[config.mk]
export PLATFORM = sky130hd
export DESIGN_NAME = mem_arbiter
export DESIGN_NICKNAME = d
export VERILOG_FILES = /design/src/rtl/cpu_pkg.sv /design/src/rtl/mem_arbiter.sv
export SDC_FILE = /design/constraint.sdc
export NUM_CORES = 1
export LEC_CHECK = 0
export ABC_AREA = 1
export BUFFER_PORTS_ARGS = -buffer_cell sky130_fd_sc_hd__buf_4
export CELL_PAD_IN_SITES_DETAIL_PLACEMENT = 0
export CELL_PAD_IN_SITES_GLOBAL_PLACEMENT = 1
export CORE_MARGIN = 8
export CORE_UTILIZATION = 33
export DETAILED_ROUTE_END_ITERATION = 10
export MAX_ROUTING_LAYER = met4
export PLACE_DENSITY_LB_ADDON = 0.1
export SLEW_MARGIN = 5
export SYNTH_ARGS = -nofsm -noshare
export SYNTH_HDL_FRONTEND = slang
export SYNTH_SLANG_ARGS = --single-unit
export TNS_END_PERCENT = 1
[constraint.sdc]
create_clock -name clk -period 2.07 [get_ports clk]
set_input_delay 0.1035 -clock clk [delete_from_list [all_inputs] [get_ports clk]]
set_output_delay 0.1035 -clock clk [all_outputs]
set_load 0.005 [all_outputs]
[src/rtl/cpu_pkg.sv]
// Shared CPU types: RAM handshake, instruction-memory bundle, and the
// memory-arbiter state and grant encodings.
package cpu_pkg;

  typedef logic [31:0] word_t;

  typedef enum logic [1:0] {
    RAM_FREE   = 2'd0,
    RAM_BUSY   = 2'd1,
    RAM_ACCESS = 2'd2,
    RAM_ERROR  = 2'd3
  } ramstate_t;

  typedef struct packed {
    logic  valid;
    word_t data;
  } imem_t;

  typedef enum logic [1:0] {
    ARB_IDLE,
    ARB_IACC,
    ARB_DACC,
    ARB_RESP
  } arbstate_t;

  typedef enum logic {
    GNT_INSTR,
    GNT_DATA
  } grant_t;

  localparam int ARB_TIMEOUT = 64;

endpackage

[src/rtl/mem_arbiter.sv]
// Arbitrates the single-ported RAM between instruction fetch and load/store,
// one access at a time, with alternating priority and an access timeout.
module mem_arbiter
  import cpu_pkg::*;
#(
  parameter int ADDR_W  = 32,
  parameter int TIMEOUT = ARB_TIMEOUT
) (
  input  logic              clk,
  input  logic              rst,
  input  logic              i_req,
  input  logic [ADDR_W-1:0] i_addr,
  output logic              i_ack,
  output imem_t             i_data,
  input  logic              d_ren,
  input  logic              d_wen,
  input  logic [ADDR_W-1:0] d_addr,
  input  word_t             d_wdata,
  input  logic [3:0]        d_sel,
  output logic              d_ack,
  output word_t             d_rdata,
  output logic              err,
  output logic              ram_ren,
  output logic              ram_wen,
  output logic [ADDR_W-1:0] ram_addr,
  output word_t             ram_wdata,
  output logic [3:0]        ram_sel,
  input  ramstate_t         ram_state,
  input  word_t             ram_rdata
);

  localparam int               CNT_W    = $clog2(TIMEOUT + 1);
  localparam logic [CNT_W-1:0] CNT_LAST = CNT_W'(TIMEOUT - 1);

  arbstate_t         state_q, state_d;
  grant_t            grant_q, last_grant_q;
  logic [CNT_W-1:0]  cnt_q;
  logic              err_q;
  logic              ren_q, wen_q;
  logic [ADDR_W-1:0] addr_q;
  word_t             wdata_q;
  logic [3:0]        sel_q;
  word_t             idata_q, drdata_q;

  logic d_req, pick_data, acc_done, acc_fail;

  // Data wins unless fetch is also waiting and data had the previous grant.
  assign d_req     = d_ren | d_wen;
  assign pick_data = d_req & (~i_req | (last_grant_q == GNT_INSTR));
  assign acc_done  = (ram_state == RAM_ACCESS);
  assign acc_fail  = (ram_state == RAM_ERROR) | (cnt_q == CNT_LAST);

  always_ff @(posedge clk) begin
    if (rst) state_q <= ARB_IDLE;
    else     state_q <= state_d;
  end

  always_comb begin
    state_d = state_q;
    case (state_q)
      ARB_IDLE: begin
        if (pick_data)  state_d = ARB_DACC;
        else if (i_req) state_d = ARB_IACC;
      end
      ARB_IACC, ARB_DACC: begin
        if (acc_done || acc_fail) state_d = ARB_RESP;
      end
      ARB_RESP: state_d = ARB_IDLE;
      default:  state_d = ARB_IDLE;
    endcase
  end

  // Command latch on grant, response capture at the end of the access.
  always_ff @(posedge clk) begin
    if (rst) begin
      grant_q      <= GNT_INSTR;
      last_grant_q <= GNT_INSTR;
      cnt_q        <= '0;
      err_q        <= 1'b0;
      ren_q        <= 1'b0;
      wen_q        <= 1'b0;
      addr_q       <= '0;
      wdata_q      <= '0;
      sel_q        <= '0;
      idata_q      <= '0;
      drdata_q     <= '0;
    end else begin
      case (state_q)
        ARB_IDLE: begin
          cnt_q <= '0;
          err_q <= 1'b0;
          if (pick_data) begin
            grant_q <= GNT_DATA;
            ren_q   <= d_ren & ~d_wen;
            wen_q   <= d_wen;
            addr_q  <= d_addr;
            wdata_q <= d_wdata;
            sel_q   <= d_sel;
          end else if (i_req) begin
            grant_q <= GNT_INSTR;
            ren_q   <= 1'b1;
            wen_q   <= 1'b0;
            addr_q  <= i_addr;
            wdata_q <= '0;
            sel_q   <= 4'hF;
          end
        end
        ARB_IACC, ARB_DACC: begin
          cnt_q <= cnt_q + CNT_W'(1);
          if (acc_done || acc_fail) begin
            err_q <= ~acc_done;
            if (grant_q == GNT_DATA) drdata_q <= acc_done ? ram_rdata : '0;
            else                     idata_q  <= acc_done ? ram_rdata : '0;
          end
        end
        ARB_RESP: begin
          last_grant_q <= grant_q;
          cnt_q        <= '0;
          err_q        <= 1'b0;
        end
        default: ;
      endcase
    end
  end

  always_comb begin
    ram_ren = 1'b0;
    ram_wen = 1'b0;
    i_ack   = 1'b0;
    d_ack   = 1'b0;
    err     = 1'b0;
    if (state_q == ARB_IACC || state_q == ARB_DACC) begin
      ram_ren = ren_q;
      ram_wen = wen_q;
    end
    if (state_q == ARB_RESP) begin
      i_ack = (grant_q == GNT_INSTR);
      d_ack = (grant_q == GNT_DATA);
      err   = err_q;
    end
  end

  assign ram_addr  = addr_q;
  assign ram_wdata = wdata_q;
  assign ram_sel   = sel_q;
  assign i_data    = {i_ack, idata_q};
  assign d_rdata   = drdata_q;

endmodule

* Word level (Yosys, flattened, before mapping)
Index checks and enable logic that the tools add are counted.
** Word-level totals
- Register bits :: 146
- Input bits :: 139
- Output and inout bits :: 138
- Logic and storage cells :: 65
** Cells by class
- Add/subtract/negate cells :: 1
- Equality and inequality tests :: 8
- Multiplexer cells :: 24
- Bitwise logic cells :: 10
- Reductions and logical operators :: 10
** Operator list (count)
- $mux 32 :: 5
- $pmux 7 s2 :: 1
- $mux 1 :: 11
- $eq 2x2->1 const B :: 4
- $mux 4 :: 2
- $add 7x1->7 const B :: 1
- $eq 7x6->1 const B :: 1
- $mux 2 :: 3
- $pmux 2 s3 :: 1
- $reduce_and 3->1 :: 2
- $not 1->1 :: 5
- $reduce_and 2->1 :: 2
- $reduce_or 2->1 :: 2
- $ne 3x3->1 const B :: 1
- $or 1x1->1 :: 3
- $and 1x1->1 :: 2
- $eq 2x1->1 const B :: 1
- $logic_not 2->1 :: 1
- $logic_or 1x1->1 :: 2
- $ne 2x2->1 const B :: 1
- $pmux 1 s2 :: 1
- $reduce_bool 2->1 :: 1

* Depth between registers and ports, before layout
- Word-level depth :: 5
- Depth in mapped cells :: 11
- Gate-level depth less buffers :: 10

* Worst setup path before layout
No wires, ideal clock.
- Path kind :: register -> register
- Start :: register state_q[0]
- End :: register idata_q[21]
- Library setup time :: 0.110 ns
- Arrival :: 1.525 ns
- Data required time :: 1.960 ns
- Slack :: 0.435 ns
- Cell stages (with the launch flop) :: 9
- Path buffers :: 3
- Period minus slack after synthesis :: 1.635 ns
- Path through :: dfxtp_1 > inv_1 > ha_1 > buf_2 > buf_2 > buf_1 > nand4_1 > nand2_1 > nor2_1
** Between the ends
- Longest elaborated chain between the ends :: 3
- Elaborated cells on any way between the ends :: 4
- Those cells by class :: 2 x eq/ne; 2 x reduce/logical
** RTL lines
- from (decl) :: line mem_arbiter.sv:35 : arbstate_t state_q, state_d;
- from (signal assigned) :: line mem_arbiter.sv:55 : else state_q <= state_d;
- $eq 2x1->1 / $eq 2x2->1 (equally long branches) :: line mem_arbiter.sv:88 : case (state_q)
- $reduce_or 2->1 * :: line mem_arbiter.sv:88
- $reduce_and 3->1 (no line) *
- to (signal assigned) :: line mem_arbiter.sv:113 : else idata_q <= acc_done ? ram_rdata : '0;
- to (decl) :: line mem_arbiter.sv:43 : word_t idata_q, drdata_q;
Every way passes the cells marked *; elsewhere a longest branch is shown, timed or not.
A chain may end at the register's enable or synchronous reset.

* Final worst setup path
- Start :: register state_q[1]
- End :: output port ram_ren
** Between the ends
- Longest elaborated chain between the ends :: 3
- Elaborated cells on any way between the ends :: 4
- Those cells by class :: 2 x eq/ne; 1 x mux; 1 x reduce/logical
** RTL lines
- $eq 2x1->1 / $eq 2x2->1 (equally long branches) :: line mem_arbiter.sv:132 : if (state_q == ARB_IACC || state_q == ARB_DACC) begin
- $logic_or 1x1->1 * :: line mem_arbiter.sv:132
- $mux 1 * :: line mem_arbiter.sv:132
- to (decl) :: line mem_arbiter.sv:23 : output logic ram_ren,
Marks and branches as above.

==> impl_results.md <==
* Mean Syn Cell Area at 6.646 um^2
* CTS Buf Count at 17
* Hpwl dp at between 15000 and 20000 um
* First-pass GRT wire length at 38520 um
* Clock skew at 13.03 ps
* CTS max path bufs at 2
* H-tree lvl count at 4
* Number of routed nets with antenna violations at 0
* Starting DRT DRC Count at between 300 and 400
* Share of cells above drive strength 1 at 0.2610
* Fmax at 0.5713 GHz
* Slowest stage delay, CP at between 500 and 600 ps
* Final Hold Fails at 0
* Least-Margin Pin Slew at 734.9 ps
* Vias per std cell at 4.433
* Largest net degree at the start of global routing at 66
* PortBufs at 276
* Post-synth design cell area at ~7000 um^2
* Insertion delay to the later sink of the worst-skew pair at 420 ps
* Final WL at 23720 um
* Adder-Cell Fraction of Synth Area at 0.007361
* Worst IR Drop VDD at around 0.55 mV
* Reg clk slew, reported paths at 60 ps
* Pleak at 4.952 nW
* Slew headroom at 0.5101
* #FFs+latches synth at 146
* Pwr/cell area at 1176 nW/um^2
* Post-synthesis xor/xnor area fraction at 0
* Startpoint Class: flop
* Arrival @ worst endpoint at between 1500 and 2000 ps
* Most frequent cells in the layout: nand2_1 (368), buf_4 (294), dfxtp_1 (146), inv_1 (145), nor2_1 (86)
* Pre-Repair DR Iteration Count at 4
* Sink Count at 146
* YS warnings at 0
* Core Area at just over 20000 um^2
* Nets at 1448
* CTS tree: built
* DRC violations left at 0
* Non-filler cells, final at 1588
* RSZ-0062 raised after global routing: no
* Outcome: complete, no violations
* Total global-route track usage at 0.1907
* Core Rows at between 50 and 60
* Via Count at 7039
* Die area at 25450 um^2
* Post_cts resized at 0
* Commonest non-fill, non-tap cell in the layout: nand2_1
* Root buffer cell: clkbuf_16
* Maxcap violations at 0
* Slew Limit Fails at 0
* Mux share of post-synthesis cell area at 0
* CP Class: flop to primary output
* Initial Util at 0.3360
* Post-synthesis cell count at 1023
* Post-route minimum period at approximately 1800 ps
* Vias in the first global route at approximately 7200
* Final setup viols at 0
* IO Pins at roughly 280
* CP max-delay cell: ha_2
* Sequential area share after synthesis at 0.4299
* WP buf/inv at 3
* Die Ht at 159.5 um
* Fill count at 2103
* CP delay by family, top: adder cells
* Final period utilization at 0.8457
* Diodes inserted at 0
* Chip Width at 159.5 um
* P&R area growth vs syn at 45.82%
* Grt total ovfl at 0
* Nature of the critical path endpoint: primary output
* Count of cell types in the netlist at 23
* Final TNS setup at 0 ps
* Simple-gate share of the synthesized area at 0.3541
* Syn nets at 1166
* Post-Place Cells at 1519
* Antenna violations before repair at 0
* Crit-path cells: inv_1 > ha_2 > nand2_1 > inv_1 > buf_4
* Compound-Gate Fraction of Synth Area at 0.06367
* CP Max Fanout at 13
* WL per Instance at 14.94 um
* Worst EP required at 1970 ps
* Most Frequent Cell on Critical Path: inv_1
* GP Congestion at 0.7542
* Main combinational cell family by area after synthesis: simple AND/OR/NAND/NOR gates
* Worst min path class: input pin to flop
==> cells in the mapped netlist <==
cell / number / share of area
buf_1: 12 / 0.0066
ha_1: 4 / 0.0074
nor2_2: 2 / 0.0018
inv_2: 5 / 0.0028
nand2_4: 2 / 0.0033
nor2_1: 86 / 0.047
inv_1: 145 / 0.080
nand3_2: 1 / 0.0015
o21ai_0: 9 / 0.0066
o21ai_2: 2 / 0.0026
nor3b_1: 1 / 0.0011
nand2_2: 2 / 0.0018
buf_2: 17 / 0.013
nand3_1: 37 / 0.027
nor3_1: 1 / 0.00074
buf_6: 13 / 0.022
dfxtp_1: 146 / 0.43
nand4_1: 66 / 0.061
a21oi_1: 74 / 0.054
clkbuf_1: 17 / 0.0094
nand2_1: 368 / 0.20
buf_4: 11 / 0.012
nand3_4: 2 / 0.0052
==> worst reg2reg max path, cell delays in order, from the launching register on <==
cell,delay [ps]
dfxtp_1,320
inv_1,80
ha_2,260
nand3_2,190
inv_2,460
nand2_1,130
a21oi_1,200
==> report_power, final <==
group	switching, mW	leakage [nW]	internal (mW)	total [mW]
registers	0.376	1.20	3.50	3.88
logic	2.79	3.48	2.00	4.79
clock network	1.24	0.276	1.76	3.00
total	4.40	4.95	7.26	11.7
==> layout make-up <==
type,instances,area [um^2],share of cell area
clock buffers,21,470.5,0.04745
clock inverters,11,102.6,0.01035
inverters,150,563.0,0.05679
multi-input cells,657,2900,0.2925
flip-flops and latches,146,2923,0.2948
well taps,270,337.8,0.03407
repair buffers,333,2618,0.2640
==> logic make-up (layout without fill, tap and decap cells) <==
group / Yosys count / in the layout
AOI/OAI and AO/OA: 85 / 85
adders and majority gates: 4 / 4
buffers and inverters: 220 / 515
DFF: 146 / 146
and+or+nand+nor: 568 / 568
==> registers in the layout, indices dropped and copies added (netlist names), 2 cells and up <==
name and flops:
cnt_q 7, d_rdata 32, idata_q 32, ram_addr 32
ram_sel 4, ram_wdata 32, state_q 2
==> final timing paths <==
check                                                  end  slack (ps)  cells past startpoint                 startpoint
worst max-delay path                               ram_ren         320                      5    state_q[1]$_SDFFE_PP0P_
worst min-delay path                    wen_q$_SDFFE_PP0P_          20                      3                      d_wen
worst max register to register  ram_wdata[15]$_SDFFE_PP0P_         360                      6    state_q[0]$_SDFFE_PP0P_
worst min register to register   ram_wdata[6]$_SDFFE_PP0P_         460                      2  ram_wdata[6]$_SDFFE_PP0P_
==> what timing repair did <==
item | CTS | global route
hold endpoints to repair | 39 | 0
hold buffers | 37 | 0
buffers inserted | 0 | 0
==> per-layer routing <==
layer	vias to the layer above	track usage	share of wire
li1	3706	-	-
met1	3101	0.2232	0.44
met2	208	0.2961	0.45
met3	24	0.07368	0.085
met4	0	0.06089	0.017
met5	-	-	0
==> through the flow <==
stage | hold WS [ps] | power [mW] | worst slack (ps) | util | instance area (um^2)
final | 23.98 | 11.66 | 319.5 | 0.4900 | 9915
after global routing | 45.56 | 12.62 | 118.1 | 0.4900 | 9915
after CTS | 4.111 | 11.83 | 262.6 | 0.4900 | 9915
after detailed placement | 311.5 | 8.725 | 309.8 | 0.4434 | 8971
after global placement | 312.1 | 8.708 | 340.0 | 0.4434 | 8971
after floorplan | 250.7 | 6.804 | 434.7 | - | 6799
Note: power is estimated with default switching activity, not from simulation.
